<file path="src/rtl/pc_sequencer.sv">
// Program-counter stage feeding instruction fetch: sequential advance, redirect,
// call/return through a hardware return-address stack, stall and terminal halt.
module pc_sequencer #(
  parameter logic [15:0] RESET_PC    = 16'h0000,
  parameter int unsigned STACK_DEPTH = 8,
  parameter int unsigned DEPTH_W     = 4
) (
  input  logic               clk,
  input  logic               reset,
  input  logic               stall,
  input  logic               halt_req,
  input  logic               redirect,
  input  logic [15:0]        redirect_target,
  input  logic               call,
  input  logic [15:0]        call_target,
  input  logic               ret,
  output logic [15:0]        pc,
  output logic [DEPTH_W-1:0] depth,
  output logic               halted,
  output logic               stack_overflow,
  output logic               stack_underflow
);

  localparam int unsigned PC_W  = 16;
  localparam int unsigned PTR_W = (STACK_DEPTH > 1) ? $clog2(STACK_DEPTH) : 1;

  typedef enum logic {
    ST_RUN,
    ST_HALTED
  } state_t;

  state_t             state_q, state_d;
  logic [PC_W-1:0]    pc_d;
  logic [DEPTH_W-1:0] depth_d;
  logic               ovf_d, unf_d;
  logic               push;
  logic [PC_W-1:0]    pc_inc;
  logic [PTR_W-1:0]   wr_idx, top_idx;
  logic               stack_empty, stack_full;
  logic [PC_W-1:0]    stack_mem [STACK_DEPTH];

  assign pc_inc      = pc + PC_W'(1);
  assign wr_idx      = PTR_W'(depth);
  assign top_idx     = PTR_W'(depth - DEPTH_W'(1));
  assign stack_empty = (depth == '0);
  assign stack_full  = (depth == DEPTH_W'(STACK_DEPTH));

  // State, PC, depth and sticky flags
  always_ff @(posedge clk or posedge reset) begin
    if (reset) begin
      state_q         <= ST_RUN;
      pc              <= RESET_PC;
      depth           <= '0;
      halted          <= 1'b0;
      stack_overflow  <= 1'b0;
      stack_underflow <= 1'b0;
    end else begin
      state_q         <= state_d;
      pc              <= pc_d;
      depth           <= depth_d;
      halted          <= (state_d == ST_HALTED);
      stack_overflow  <= ovf_d;
      stack_underflow <= unf_d;
    end
  end

  // Return-address storage; contents are don't-care after reset
  always_ff @(posedge clk) begin
    if (push) stack_mem[wr_idx] <= pc_inc;
  end

  // Next-state and single prioritized action per unstalled RUN cycle
  always_comb begin
    state_d = state_q;
    pc_d    = pc;
    depth_d = depth;
    ovf_d   = stack_overflow;
    unf_d   = stack_underflow;
    push    = 1'b0;

    case (state_q)
      ST_RUN: begin
        if (halt_req) begin
          state_d = ST_HALTED;
        end else if (!stall) begin
          if (ret) begin
            if (!stack_empty) begin
              pc_d    = stack_mem[top_idx];
              depth_d = depth - DEPTH_W'(1);
            end else begin
              pc_d  = pc_inc;
              unf_d = 1'b1;
            end
          end else if (call) begin
            pc_d = call_target;
            if (!stack_full) begin
              push    = 1'b1;
              depth_d = depth + DEPTH_W'(1);
            end else begin
              ovf_d = 1'b1;
            end
          end else if (redirect) begin
            pc_d = redirect_target;
          end else begin
            pc_d = pc_inc;
          end
        end
      end
      ST_HALTED: begin
        state_d = ST_HALTED;
      end
      default: begin
        state_d = ST_RUN;
      end
    endcase
  end

endmodule

</file>
<file path="config.mk">
export PLATFORM = sky130hd
export DESIGN_NAME = pc_sequencer
export DESIGN_NICKNAME = d
export VERILOG_FILES = /design/src/rtl/pc_sequencer.sv
export SDC_FILE = /design/constraint.sdc
export NUM_CORES = 1
export LEC_CHECK = 0
export CAP_MARGIN = 20
export CORE_AREA = 2 2 112 114
export DETAILED_ROUTE_END_ITERATION = 6
export DIE_AREA = 0 0 114 116
export PLACE_DENSITY = 0.78
export REMOVE_ABC_BUFFERS = 1
export SYNTH_ARGS = -nofsm -noshare
export SYNTH_HDL_FRONTEND = slang
export SYNTH_SLANG_ARGS = --single-unit
export TNS_END_PERCENT = 10
</file>
<file path="constraint.sdc">
create_clock -name clk -period 5.5 [get_ports clk]
set_clock_uncertainty 0.15 [all_clocks]
set_input_delay 1.65 -clock clk [delete_from_list [all_inputs] [get_ports clk]]
set_output_delay 1.65 -clock clk [all_outputs]
set_load 0.1 [all_outputs]
</file>
; ---- After elaboration in Yosys (flattened, before gate mapping)
; Memories as Yosys holds them, arrays and structs flattened.
; Cells that the tools add are included.
[classes]
add_sub_neg = 3
mux = 18
bitwise_logic = 4
n_eq_ne = 3
n_reduce_logical = 6
[ops]
columns = cell, n
row1 = 16-bit two-way mux, 4
row2 = 16-bit by 1-bit adder with 16-bit output (second input constant), 1
row3 = 4-bit two-way mux, 4
row4 = 6-bit AND reduction, 2
row5 = 1-bit two-way mux, 9
row6 = 5-bit AND reduction, 1
row7 = 4-bit by 1-bit adder with 4-bit output (second input constant), 1
row8 = 4-bit equality test (second input constant), 1
row9 = 4-bit zero test, 1
row10 = 2-bit inequality test (second input constant), 2
row11 = 1-bit inverter, 4
row12 = 4-bit by 1-bit subtractor with 4-bit output (second input constant), 1
row13 = 3-bit AND reduction, 1
row14 = 1-bit one-hot mux with 2 select lines, 1
row15 = 2-bit nonzero test, 1
[totals]
mem_count = 1
output_inout_bits = 23
word_cells = 40
ff_bits = 23
ramBits = 128
in_bits = 39
[mem_list]
columns = name, depth, word_bits, read_ports, rd_ports_with_merged_regs, wr, line_no
row1 = stack_mem, 8, 16, 1, 0, 1, 40  ; logic [PC_W-1:0] stack_mem [STACK_DEPTH];

; ---- Logic depth before layout (Yosys ltp)
; Gate-level depths: netlist of run 1.
[depth]
word_depth = 9
ltp_mapped = 11
mapped_depth_nobuf = 7

; ---- Worst setup path after synthesis of run 1
; No wires, ideal clock.
[synth_timing]
path_type = input to register
start = input stall
end = memory stack_mem[0][0], enable pin
path_slack_ns = 0.324
arrival_ns = 4.584
required_time_ns = 4.908
stages = 5
setup_time_ns = 0.442
n_path_buf = 1
cell_sequence = or3_1 -> clkbuf_2 -> nor2_1 -> nand3_1 -> a2111oi_1
[synth_via]
elab_chain_len = 5
[synth_lines]
columns = item, line_no
row1 = start: declaration, 10  ; input logic stall,
row2 = 1-bit two-way mux, 85  ; end else if (!stall) begin
row3 = 1-bit two-way mux, 83  ; if (halt_req) begin
row4 = 1-bit two-way mux, 81  ; case (state_q)
row5 = 1-bit two-way mux, 69  ; if (push) stack_mem[wr_idx] <= pc_inc;
row6 = 1-bit two-way mux (not written as such), 69
row7 = end: declaration, 40
; No other way between the ends.

; ---- Final worst setup path of run 1
[layout_timing]
start = register depth[2]
end = output depth[2]
[layout_rtl]
columns = item, line_no
row1 = start: declaration, 18  ; output logic [DEPTH_W-1:0] depth,
row2 = start signal: assignment, 60  ; depth <= depth_d;
; No word-level cell between the ends.

==> flow_summary.json, run 1 <==
{
  "status": "finished, final reports clean",
  "ys_types": 55,
  "p_sw_share_pct": 25.45,
  "endpoint_kind": "output pin",
  "r2r_start": "depth[0]",
  "dp_hpwl_um": 10960,
  "p_leak_nw": 2.880,
  "critPathKind": "flip-flop to output pin",
  "rsz0062_at_grt": "false",
  "worstPathMaxFanout": 15,
  "placed_cells_incl_taps": 643,
  "required_ns": 3.70,
  "grt_overflow_total": 0,
  "startpoint": "depth[2]",
  "io_pins": 62,
  "drt_iter0_drc": 665,
  "synthFlopType": "edfxtp_1",
  "antenna_left": 0,
  "cts_tree": "done",
  "p_switching_mw": 0.7847,
  "core_area_mm2": 0.01191,
  "wl_per_cell_um": 24.99,
  "cpLargestDelayFamily": "buffers and inverters",
  "cap_violations": 0,
  "combinationalPowerShare_pct": 16.4,
  "dieArea_mm2": 0.01322,
  "cts.sinks": 151,
  "period_share_pct": 76.04,
  "path_buf_inv": 1,
  "fin_nets": 559,
  "holdBufCountCts": 0,
  "grt_antenna_before_repair": 0,
  "async_flop_share_pct": 15.23,
  "start_kind": "flip-flop",
  "clockBufferDepth": 2,
  "seqPwrFrac_pct": 43.0,
  "cp_slowest_cell": "clkdlybuf4s50_1",
  "hp-start": "stack_underflow",
  "row_count": 40,
  "cts_resized": 0,
  "clkTransAtPathRegs_ns": 0.06,
  "vias_per_cell": 6.645,
  "ys_seq_elements": 151,
  "io_buffers": 61,
  "clockPowerShare_pct": 40.6,
  "grt_start_max_net_pins": 36,
  "die_h_um": 116,
  "die_x_um": 114,
  "finalMaxSlewViolations": 0,
  "grt_pass1_wl_um": 25970,
  "syn2layout_area_growth_pct": 22.95,
  "ys_seq_area_share_pct": 65.58,
  "slowest_delay_ns": 1.24,
  "tns_ns": 0,
  "clkLatencyLatePin_ns": 0.42,
  "first_global_vias": 4440,
  "p_per_area_mw_per_mm2": 372.1,
  "p_int_mw": 2.298,
  "dr.pass1.iters": 6,
  "instances_no_fill": 676,
  "cts-htree-levels": 4,
  "post_cts_buffers": 0,
  "power_mw": 3.083,
  "track_usage_pct": 27.40,
  "n_antenna_cell": 0,
  "synth-edff-count": 128,
  "slew_headroom_pct": 34.00,
  "drc": 0,
  "syn_inst": 442,
  "syn_area_per_cell_um2": 15.25,
  "path_cells": "clkdlybuf4s50_1",
  "vias": 4492,
  "fillers": 785,
  "worst_pin_slew_ns": 0.9869,
  "routabilityCongestion": 0.9008,
  "routed_wl_um": 16890,
  "final_hold_viol_count": 0,
  "syn-cell-area_mm2": 0.006739,
  "yosysWarnings": 0,
  "min_period_ns": 4.182,
  "fmax_mhz": 239.1,
  "ctsRootBufferMaster": "clkbuf_16",
  "hp-class": "flip-flop to flip-flop",
  "hold_slack_ns": 0.3305,
  "initial_core_util_pct": 56.58,
  "worstPathArrival_ns": 2.38,
  "drive_gt1_share_pct": 19.09,
  "finalSetupViolCount": 0,
  "cts-buffers-inserted": 17,
  "peakVddDrop_mv": 0.2456
}
## path summary, 6_finish.rpt
check | endpoint | slack, ns | cells past startpoint
max | depth[2] | 1.32 | 1
min | stack_underflow | 0.33 | 1
max reg2reg | stack_mem[7][11] | 1.96 | 9
min reg2reg | stack_underflow | 0.33 | 1
max in group asynchronous | pc[6] | 3.37 | 3
min in group asynchronous | pc[5] | 1.37 | 2
## Yosys cell counts (3+ instances only)
| cell | count | area [µm²] |
|---|---|---|
| and3_1 | 3 | 18.77 |
| buf_2 | 8 | 40.04 |
| a221oi_1 | 4 | 35.03 |
| a22oi_1 | 3 | 22.52 |
| a31oi_1 | 3 | 18.77 |
| a211oi_1 | 5 | 37.54 |
| nand2b_1 | 7 | 43.79 |
| nand4_1 | 6 | 37.54 |
| edfxtp_1 | 128 | 3844 |
| nor2b_1 | 6 | 37.54 |
| mux4_2 | 32 | 720.7 |
| mux2i_1 | 10 | 100.1 |
| nor4_1 | 3 | 18.77 |
| nor3_1 | 4 | 20.02 |
| inv_1 | 13 | 48.80 |
| nand2_1 | 29 | 108.9 |
| mux2_2 | 3 | 33.78 |
| a21oi_1 | 16 | 80.08 |
| o21a_1 | 3 | 22.52 |
| o21ai_0 | 18 | 90.09 |
| o221ai_1 | 5 | 43.79 |
| or3_1 | 3 | 18.77 |
| dfrtp_1 | 23 | 575.6 |
| clkbuf_1 | 17 | 63.81 |
| ha_1 | 4 | 50.05 |
| nor2_1 | 21 | 78.83 |
| xnor2_1 | 13 | 113.9 |
| nand3_1 | 11 | 55.05 |
| xor2_1 | 7 | 61.31 |
## cell families (layout without fill, tap and decap cells)
family / count (synthesis) / count (layout) / synth area share (%)
muxes: 45 / 45 / 12.68
xor gates and xnor gates: 20 / 20 / 2.599
and+or+nand+nor: 103 / 103 / 7.928
DFF: 151 / 151 / 65.58
adders and majority gates: 4 / 4 / 0.7427
buffers and inverters: 39 / 126 / 2.339
AOI/OAI and AO/OA: 80 / 80 / 8.132
## power groups by stage
stage	Sequential, mW	Combinational, mW	Clock [mW]
finish	1.33	0.505	1.25
global route	1.33	0.536	1.31
CTS	1.32	0.506	1.26
detailed placement	1.35	0.503	0
global placement	1.35	0.487	0
floorplan	1.47	0.218	0
## per-layer routing
layer / track usage, % / up-vias / share of wire (%)
met5: 0 / - / 0
li1: - / 1883 / -
met4: 11.79 / 0 / 3.5
met3: 5.387 / 57 / 8.4
met1: 38.45 / 2260 / 40
met2: 42.62 / 292 / 48
## sequential cells by signal, summed over array words and instances (netlist names)
register and flops:
pc 16, stack_underflow 1, state_q 1, depth 4
stack_mem 128, stack_overflow 1
## layout by cell type, fill, tap and decap left out, drive strengths merged, types with 10 or more instances in the layout
master | Yosys | routed
a21oi | 16 | 16
buf | 8 | 20
clkbuf | 18 | 23
clkdlybuf4s50 | 0 | 61
dfrtp | 23 | 23
edfxtp | 128 | 128
inv | 13 | 13
mux2i | 10 | 10
mux4 | 32 | 32
nand2 | 29 | 29
nand3 | 11 | 11
nor2 | 21 | 21
o21ai | 18 | 18
xnor2 | 13 | 13
## layout make-up
class	instances	area [µm²]	area share (%)
sequential	151	4420	53.35
timing repair buffer	81	788.3	9.514
tap	147	183.9	2.220
clock buffer	23	467.9	5.648
multi-input combinational	252	2202	26.58
clock inverter	9	173.9	2.099
inverter	13	48.80	0.5889
## through the flow
stage / util (%) / setup slack (ns) / instance area (µm²)
2_1_floorplan: - / 0.1722 / 6630
3_3_place_gp: 63.75 / 1.189 / 7594
3_5_place_dp: 64.11 / 1.146 / 7636
4_1_cts: 69.50 / 1.310 / 8278
5_1_grt: 69.56 / 1.231 / 8285
6_report: 69.56 / 1.318 / 8285
Note: power is estimated with default switching activity, not from simulation.
==> inputs of run 2 (changes only) <==
--- a/config.mk
+++ b/config.mk
@@ -6,10 +6,10 @@
 export NUM_CORES = 1
 export LEC_CHECK = 0
 export CAP_MARGIN = 20
-export CORE_AREA = 2 2 112 114
+export CORE_AREA = 2 2 117 119
 export DETAILED_ROUTE_END_ITERATION = 6
-export DIE_AREA = 0 0 114 116
-export PLACE_DENSITY = 0.78
+export DIE_AREA = 0 0 119 121
+export PLACE_DENSITY = 0.75
 export REMOVE_ABC_BUFFERS = 1
 export SYNTH_ARGS = -nofsm -noshare
 export SYNTH_HDL_FRONTEND = slang
==> constraint.sdc (replaced) <==
create_clock -name clk -period 3.8 [get_ports clk]
set_clock_uncertainty 0.15 [all_clocks]
set_input_delay 1.14 -clock clk [delete_from_list [all_inputs] [get_ports clk]]
set_output_delay 1.14 -clock clk [all_outputs]
set_load 0.1 [all_outputs]
==> flow_summary.json, run 2 (synthesis results as in run 1) <==
{
  "wl_per_cell_um": 24.33,
  "n_antenna_cell": 0,
  "fin_nets": 567,
  "period_share_pct": 81.58,
  "cap_violations": 0,
  "syn2layout_area_growth_pct": 22.21,
  "finalMaxSlewViolations": 0,
  "cts_resized": 0,
  "fillers": 965,
  "antenna_left": 0,
  "min_to": "stack_overflow",
  "drc": 0,
  "cts_tree": "done",
  "io_buffers": 61,
  "endpoint_kind": "flip-flop",
  "r2r_start": "depth[1]",
  "required_ns": 3.75,
  "rsz0062_at_grt": "false",
  "ctsRootBufferMaster": "clkbuf_16",
  "final_hold_viol_count": 0,
  "p_per_area_mw_per_mm2": 524.9,
  "grt_pass1_wl_um": 26680,
  "worstPathArrival_ns": 3.05,
  "p_leak_nw": 2.893,
  "top_regs": "stack_mem: 128 flops, pc: 16 flops, depth: 4 flops",
  "dp_hpwl_um": 11370,
  "row_count": 42,
  "top_register": "stack_mem",
  "instances_no_fill": 713,
  "cts.sinks": 151,
  "place_ws_ns": 0.2815,
  "cts-buffers-inserted": 17,
  "hp-class": "flip-flop to flip-flop",
  "holdBufCountCts": 0,
  "grt_overflow_total": 0,
  "status": "finished, final reports clean",
  "final_cell_mix": "128 x edfxtp_1, 51 x buf_4, 38 x clkdlybuf4s50_1",
  "placed_cells_incl_taps": 681,
  "fmax_mhz": 322.6,
  "reg2reg_slack_ns": 0.97,
  "final_common_cell": "edfxtp_1",
  "post_cts_buffers": 0,
  "die_x_um": 119,
  "routabilityCongestion": 0.8993,
  "io_pins": 62,
  "grt_antenna_before_repair": 0,
  "dieArea_mm2": 0.01440,
  "worst_pin_slew_ns": 1.008,
  "initial_core_util_pct": 51.50,
  "peakVddDrop_mv": 0.3614,
  "hold_slack_ns": 0.3307,
  "hp-start": "stack_overflow",
  "largest_reg_flops": 128,
  "vias_per_cell": 6.233,
  "grt_start_max_net_pins": 33,
  "fin_ws_ns": 0.6999,
  "slew_headroom_pct": 32.34,
  "first_global_vias": 4589,
  "track_usage_pct": 25.67,
  "start_kind": "input pin",
  "clkLatencyLatePin_ns": 0.43,
  "critPathKind": "input pin to flip-flop",
  "min_period_ns": 3.100,
  "core_area_mm2": 0.01309,
  "vias": 4444,
  "die_h_um": 121,
  "dr.pass1.iters": 5,
  "drive_gt1_share_pct": 24.39,
  "drt_iter0_drc": 588,
  "routed_wl_um": 17350,
  "clockBufferDepth": 2,
  "timing.rr.end": "pc[6]",
  "hold_depth": 1,
  "clkTransAtPathRegs_ns": 0.06,
  "finalSetupViolCount": 0,
  "worstRegToRegCells": 8,
  "worstPathMaxFanout": 16,
  "cts-htree-levels": 4,
  "final_util_pct": 62.94
}
## run 2: cell types whose count changed in the layout (fill, tap and decap cells not counted), moves of 2 or more
cell / delta
clkinvlp_4: +4
clkbuf_8: -2
clkinv_1: +3
bufinv_16: -2
clkbuf_1: -2
inv_6: +2
buf_4: +33
clkinv_2: -2
clkdlybuf4s50_1: -23
## run 2: area by class of cell
class,count,area [µm²],share of cell area (%)
Sequential cell,151,4420,53.68
Multi-Input combinational cell,252,2196,26.66
Timing Repair Buffer,89,763.2,9.268
Clock buffer,19,432.9,5.257
Tap cell,176,220.2,2.674
Clock inverter,13,153.9,1.869
Inverter,13,48.80,0.5925
## run 2: metrics by stage
| stage | total power [mW] | TNS, ns | instance area [µm²] |
|---|---|---|---|
| floorplan | 2.440 | -110.01 | 6630 |
| global placement | 2.652 | 0 | 7649 |
| detailed placement | 2.669 | 0 | 7649 |
| CTS | 4.339 | 0 | 8235 |
| global route | 4.451 | 0 | 8235 |
| finish | 4.323 | 0 | 8235 |
## run 2: critical path, cell delays in order
cell             delay [ns]
clkdlybuf4s50_1        0.44
or3_1                  0.41
nor2_1                 0.13
nand3_1                0.20
a2111oi_2              0.38
buf_4                  0.35
## run 2: worst max path at each step
stage | from | to | slack, ns | cells after the start
finish | stall | stack_mem[0][9] | 0.70 | 6
global route | stall | stack_mem[0][11] | 0.57 | 6
CTS | stall | stack_mem[0][11] | 0.72 | 6
detailed placement | stall | stack_mem[0][8] | 0.28 | 6
global placement | stall | stack_mem[0][9] | 0.31 | 6
floorplan | depth[0] | stack_mem[0][0] | -1.53 | 3
## run 2: power breakdown
group	total [mW]	switching (mW)	leakage [nW]	internal, mW
registers	1.92	0.0540	1.43	1.86
logic	0.722	0.464	1.19	0.258
clock network	1.68	0.657	0.273	1.03
total	4.32	1.17	2.89	3.15
## run 2: metal layers
layer	track usage, %	vias to the layer above	share of wire (%)
met5	0	-	0
met4	12.80	0	3.6
met3	5.639	61	8.2
met2	40.34	266	48
met1	34.17	2215	40
li1	-	1902	-
